--- src/rtl/freq_mode_pkg.sv ---
// Shared constants and state encoding for the frequency-mode sequencer.
package freq_mode_pkg;

  localparam int NUM_MODES = 4;

  localparam logic [1:0] MODE_SINGLE = 2'd0;
  localparam logic [1:0] MODE_DOUBLE = 2'd1;
  localparam logic [1:0] MODE_SWEEP  = 2'd2;
  localparam logic [1:0] MODE_ROLL   = 2'd3;

  typedef enum logic [1:0] {
    ST_RUN   = 2'd0,
    ST_DRAIN = 2'd1,
    ST_GUARD = 2'd2
  } seq_state_e;

  function automatic logic [NUM_MODES-1:0] mode_onehot(input logic [1:0] idx);
    return NUM_MODES'(1) << idx;
  endfunction

endpackage

--- src/rtl/freq_mode_sequencer_key_debounce.sv ---
// Synchronises the active-low mode key, debounces it and emits one pulse per press.
module key_debounce
  import freq_mode_pkg::*;
#(
  parameter int DEBOUNCE_CYC = 1_000_000
) (
  input  logic GCLK,
  input  logic reset,
  input  logic key_n,
  output logic press
);

  localparam int CW = $clog2(DEBOUNCE_CYC + 1);
  localparam logic [CW-1:0] CNT_LAST = CW'(DEBOUNCE_CYC - 1);

  logic          key_s1;
  logic          key_s2;
  logic          key_acc;
  logic [CW-1:0] cnt;

  // The counter only runs while the synchronised level disagrees with the accepted one.
  always_ff @(posedge GCLK or negedge reset) begin
    if (!reset) begin
      key_s1  <= 1'b1;
      key_s2  <= 1'b1;
      key_acc <= 1'b1;
      cnt     <= '0;
      press   <= 1'b0;
    end else begin
      key_s1 <= key_n;
      key_s2 <= key_s1;
      press  <= 1'b0;
      if (key_s2 == key_acc) begin
        cnt <= '0;
      end else if (cnt == CNT_LAST) begin
        key_acc <= key_s2;
        cnt     <= '0;
        press   <= ~key_s2;
      end else begin
        cnt <= cnt + 1'b1;
      end
    end
  end

endmodule

--- src/rtl/freq_mode_sequencer.sv ---
// Break-before-make sequencer for the four DDS shaping modes: disable, drain, guard, enable.
module freq_mode_sequencer
  import freq_mode_pkg::*;
#(
  parameter int DEBOUNCE_CYC  = 1_000_000,
  parameter int GUARD_CYC     = 16,
  parameter int DRAIN_TIMEOUT = 1024,
  parameter int DWELL_CYC     = 100_000_000
) (
  input  logic                 GCLK,
  input  logic                 reset,
  input  logic                 MOD_SEL_KEY,
  input  logic                 AUTO_EN,
  input  logic                 HOLD,
  input  logic [NUM_MODES-1:0] DDS_DATA_VALID_IN,
  output logic [NUM_MODES-1:0] MOD_SEL,
  output logic [1:0]           MOD_IDX,
  output logic                 SWITCHING,
  output logic                 MUTE,
  output logic                 TIMEOUT_ERR
);

  localparam int WW = $clog2(DWELL_CYC + 1);
  localparam int DW = $clog2(DRAIN_TIMEOUT + 1);
  localparam int GW = $clog2(GUARD_CYC + 1);
  localparam logic [WW-1:0] DWELL_LAST = WW'(DWELL_CYC - 1);
  localparam logic [DW-1:0] DRAIN_LAST = DW'(DRAIN_TIMEOUT - 1);
  localparam logic [GW-1:0] GUARD_LAST = GW'(GUARD_CYC - 1);

  seq_state_e           state_q, state_d;
  logic [1:0]           next_idx_q, next_idx_d;
  logic [WW-1:0]        dwell_q, dwell_d;
  logic [DW-1:0]        drain_q, drain_d;
  logic [GW-1:0]        guard_q, guard_d;
  logic [NUM_MODES-1:0] mod_sel_d;
  logic [1:0]           mod_idx_d;
  logic                 switching_d;
  logic                 mute_d;
  logic                 timeout_err_d;
  logic                 press;
  logic                 dwell_hit;
  logic                 adv_req;

  key_debounce #(
    .DEBOUNCE_CYC(DEBOUNCE_CYC)
  ) u_key (
    .GCLK (GCLK),
    .reset(reset),
    .key_n(MOD_SEL_KEY),
    .press(press)
  );

  // A simultaneous key press and dwell expiry collapse into one advance.
  assign dwell_hit = (state_q == ST_RUN) && AUTO_EN && (dwell_q == DWELL_LAST);
  assign adv_req   = press | dwell_hit;

  always_comb begin
    state_d       = state_q;
    next_idx_d    = next_idx_q;
    dwell_d       = dwell_q;
    drain_d       = drain_q;
    guard_d       = guard_q;
    mod_sel_d     = MOD_SEL;
    mod_idx_d     = MOD_IDX;
    switching_d   = SWITCHING;
    mute_d        = MUTE;
    timeout_err_d = TIMEOUT_ERR;
    case (state_q)
      ST_RUN: begin
        if (!AUTO_EN) begin
          dwell_d = '0;
        end else if (!HOLD) begin
          dwell_d = dwell_hit ? '0 : dwell_q + 1'b1;
        end
        if (adv_req && !HOLD) begin
          next_idx_d  = MOD_IDX + 2'd1;
          state_d     = ST_DRAIN;
          mod_sel_d   = '0;
          mute_d      = 1'b1;
          switching_d = 1'b1;
          drain_d     = '0;
          dwell_d     = '0;
        end
      end
      ST_DRAIN: begin
        dwell_d = '0;
        if (!DDS_DATA_VALID_IN[MOD_IDX]) begin
          state_d = ST_GUARD;
          guard_d = '0;
        end else if (drain_q == DRAIN_LAST) begin
          timeout_err_d = 1'b1;
          state_d       = ST_GUARD;
          guard_d       = '0;
        end else begin
          drain_d = drain_q + 1'b1;
        end
      end
      ST_GUARD: begin
        dwell_d = '0;
        if (guard_q == GUARD_LAST) begin
          state_d     = ST_RUN;
          mod_idx_d   = next_idx_q;
          mod_sel_d   = mode_onehot(next_idx_q);
          mute_d      = 1'b0;
          switching_d = 1'b0;
        end else begin
          guard_d = guard_q + 1'b1;
        end
      end
      default: state_d = ST_RUN;
    endcase
  end

  always_ff @(posedge GCLK or negedge reset) begin
    if (!reset) begin
      state_q     <= ST_RUN;
      next_idx_q  <= MODE_SINGLE;
      dwell_q     <= '0;
      drain_q     <= '0;
      guard_q     <= '0;
      MOD_SEL     <= mode_onehot(MODE_SINGLE);
      MOD_IDX     <= MODE_SINGLE;
      SWITCHING   <= 1'b0;
      MUTE        <= 1'b0;
      TIMEOUT_ERR <= 1'b0;
    end else begin
      state_q     <= state_d;
      next_idx_q  <= next_idx_d;
      dwell_q     <= dwell_d;
      drain_q     <= drain_d;
      guard_q     <= guard_d;
      MOD_SEL     <= mod_sel_d;
      MOD_IDX     <= mod_idx_d;
      SWITCHING   <= switching_d;
      MUTE        <= mute_d;
      TIMEOUT_ERR <= timeout_err_d;
    end
  end

endmodule
--- config.mk ---
export PLATFORM = sky130hd
export DESIGN_NAME = freq_mode_sequencer
export DESIGN_NICKNAME = d
export VERILOG_FILES = /design/src/rtl/freq_mode_pkg.sv /design/src/rtl/freq_mode_sequencer_key_debounce.sv /design/src/rtl/freq_mode_sequencer.sv
export SDC_FILE = /design/constraint.sdc
export NUM_CORES = 1
export LEC_CHECK = 0
export BUFFER_PORTS_ARGS = -buffer_cell sky130_fd_sc_hd__buf_2
export CORE_UTILIZATION = 30
export CTS_CLUSTER_SIZE = 8
export DETAILED_ROUTE_END_ITERATION = 10
export PLACE_DENSITY_LB_ADDON = 0.2
export REMOVE_ABC_BUFFERS = 1
export SLEW_MARGIN = 20
export SYNTH_ARGS = -nofsm -noshare
export SYNTH_HDL_FRONTEND = slang
export SYNTH_SLANG_ARGS = --single-unit
--- constraint.sdc ---
create_clock -name GCLK -period 3.8 [get_ports GCLK]
set_clock_uncertainty 0.05 [all_clocks]
set_input_delay 0 -clock GCLK [delete_from_list [all_inputs] [get_ports GCLK]]
set_output_delay 0 -clock GCLK [all_outputs]
set_load 0.03 [all_outputs]
==> flow_summary.toml <==
[floorplan]
initial_utilization_pct = 31.3
ioPinCount = 18
coreArea_um2 = 13500
die_w_um = 121
rows = 42
die_y_um = 121
die-area_um2 = 14500

[sta]
setup_tns_ns = 0
hold_viol_final = 0
tightestPinTransition_ns = 0.915
period_needed_ns = 2.71
rsz0062_at_grt = "no"
worst_slack_ns = 1.09
fmax_mhz = 369
post-route-period-util_pct = 71.3
setup_viol = 0
holdWs_ns = 0.188
slew_violations = 0
relSlewSlack_pct = 38.5

[worst_setup_path]
path_class = "flop to flop"
r2r_cells = 7
worstPathArrival_ns = 2.88
critPathCaptureType = "flop"
r2r-end = "dwell_q[26]$_DFFE_PN0P_"
r2r_slack_ns = 1.09
startpoint_type = "flop"
crit_required_ns = 3.97
worst-path-max-fanout = 17
r2r-start = "state_q[0]$_DFFE_PN0P_"

[cells_and_area]
final_area_um2 = 4840
nets = 471
diodes = 0
fin_util_pct = 36.0
area_delta_synth_final_pct = 14.8
final_layout_size_suffix_gt1_share_pct = 12.5
final_cells = 633

[drt]
dr_total_vias = 3254
wirelength_um = 8800
post-route-drc-count = 0
vias_per_cell = 5.14
wl_per_cell_um = 13.9
drt-initial-drc-count = 173
first_pass_iters = 4
postRouteAntennaNets = 0

[global_route]
grt-ovfl-total = 0
track_usage_pct = 13.3
grt_pass1_vias = 3105
grt_pass1_wl_um = 15000
grt_max_degree = 51
antenna_found_initial = 0

[cts]
clk_path_buf_depth = 2
cts_buffers = 9
clock_latency_ns = 0.35
cts_tree = "built"
root_buffer = "clkbuf_16"
cts_resized = 0
clkTransAtPathRegs_ns = 0.06
cts.sinks = 79
htree_num_levels = 3

[placement]
dp_cells = 615
gp_congestion = 0.776
io_buffers = 17
preCtsSetupSlack_ns = 1.12
post_dp_cell_area_um2 = 4490
hpwl_um = 5980

[synthesis]
yosys_warnings = 0
yosysSeqAreaShare_pct = 47.0
synthTopCellsByArea = "dfrtp_1, xor2_1, nor2_1, nand3_1, nand2_1"
synth-seq-cells = 79
synth_top_area_share_pct = 44.5
yosysMostFrequentCell = "dfrtp_1"
avgSynthCellArea_um2 = 9.76
synth_top_cell_by_area = "dfrtp_1"
synth_commonest_cells = "dfrtp_1, nor2_1, nand2_1"
ys_types = 63
syn_inst = 432
ys_async_sr_fraction_pct = 100
synth_edf_count = 0
synth_area_um2 = 4220
synth_ff_type = "dfrtp_1"

[min_path]
hold_path.class = "input port to async pin"

[power]
p_total_mw = 1.88
vdd_drop_max_uv = 219
p_per_area_nw_per_um2 = 388
p_leak_nw = 2.09

[run_status]
status = "finished, final reports clean"

[flow_run]
maxCapViolations = 0
[power breakdown]
part	switching [mW]	internal, mW
clock network	0.373	0.584
registers	0.00846	0.850
logic	0.0434	0.0187
total	0.425	1.45
[cell usage in the layout, fill, tap and decap left out, types with 3 or more instances in the layout]
cell type / netlist / layout
nor3_1: 8 / 8
a21oi_1: 11 / 11
dfrtp_1: 75 / 75
o21ai_1: 3 / 3
nor3b_1: 3 / 3
a211oi_1: 3 / 3
mux2i_1: 7 / 7
a32o_1: 3 / 3
nand4_1: 13 / 13
nand3b_1: 4 / 4
clkbuf_16: 0 / 9
ha_1: 10 / 10
nor4_1: 4 / 3
o21ai_0: 19 / 19
o211ai_1: 3 / 3
a21o_1: 3 / 3
and3_1: 12 / 12
xnor2_1: 10 / 10
or3_1: 4 / 4
nand2b_1: 9 / 9
and2_1: 3 / 3
mux2_2: 3 / 3
a211o_1: 4 / 4
nor4b_1: 3 / 3
and4_1: 5 / 5
nand2_1: 35 / 35
dfstp_2: 4 / 4
buf_2: 3 / 16
nor2_1: 54 / 54
buf_4: 2 / 3
xor2_1: 24 / 24
inv_1: 11 / 11
nand3_1: 30 / 30
[registers in the layout, indices dropped and copies added, names as in the netlist, 2 cells and up]
| signal | flops |
|---|---|
| MOD_IDX | 2 |
| state_q | 2 |
| next_idx_q | 2 |
| drain_q | 11 |
| MOD_SEL | 4 |
| u_key.cnt | 20 |
| dwell_q | 27 |
| guard_q | 5 |
[final cells by class]
type                       count  area (um2)
timing repair buffer          21         123
fill                        1402        8610
multi-input combinational    330        2140
clock buffer                   9         225
tap                          176         220
sequential                    79        1980
clock inverter                 7         105
inverter                      11        41.3
[critical path: stages, from the launching register on]
cell and delay [ns]:
dfrtp_1 0.39, inv_1 0.09, ha_1 0.34, a31o_2 0.42, nor4_2 0.85, nand4_1 0.20, xor2_1 0.18, nor2_1 0.06
[per-layer routing]
metal | routed length (um) | vias to the layer above | GRT usage [%]
met2 | 4020 | 50 | 21.3
met3 | 341 | 11 | 4.39
met1 | 4320 | 1593 | 16.9
met4 | 114 | 0 | 4.40
li1 | - | 1600 | -
met5 | 0 | - | 0
[worst max-delay path by stage]
stage | from | to | slack, ns | cells after the start
6_report | state_q[0]$_DFFE_PN0P_ | dwell_q[26]$_DFFE_PN0P_ | 1.09 | 7
4_1_cts | state_q[0]$_DFFE_PN0P_ | dwell_q[26]$_DFFE_PN0P_ | 1.08 | 7
5_1_grt | state_q[0]$_DFFE_PN0P_ | dwell_q[18]$_DFFE_PN0P_ | 0.81 | 7
3_5_place_dp | state_q[0]$_DFFE_PN0P_ | dwell_q[26]$_DFFE_PN0P_ | 1.12 | 7
3_3_place_gp | state_q[0]$_DFFE_PN0P_ | dwell_q[18]$_DFFE_PN0P_ | 1.14 | 7
2_1_floorplan | state_q[0]$_DFFE_PN0P_ | drain_q[6]$_DFFE_PN0P_ | 1.48 | 7
[kinds of logic after synthesis]
| kind of cell | after synthesis | share of synthesized area, % |
|---|---|---|
| DFF | 79 | 47.0 |
| xor gates and xnor gates | 34 | 7.06 |
| muxes | 11 | 3.00 |
| adders and majority gates | 10 | 2.97 |
| AOI/OAI and AO/OA | 71 | 11.8 |
| and+or+nand+nor | 204 | 25.9 |
| buffers and inverters | 23 | 2.32 |
[repair_timing]
| item | 4_1_cts | 5_1_grt |
|---|---|---|
| hold endpoints to repair | 47 | 0 |
| hold buffers | 2 | 0 |
| buffers inserted | 0 | 0 |
Power figures use the tool's default switching activity.
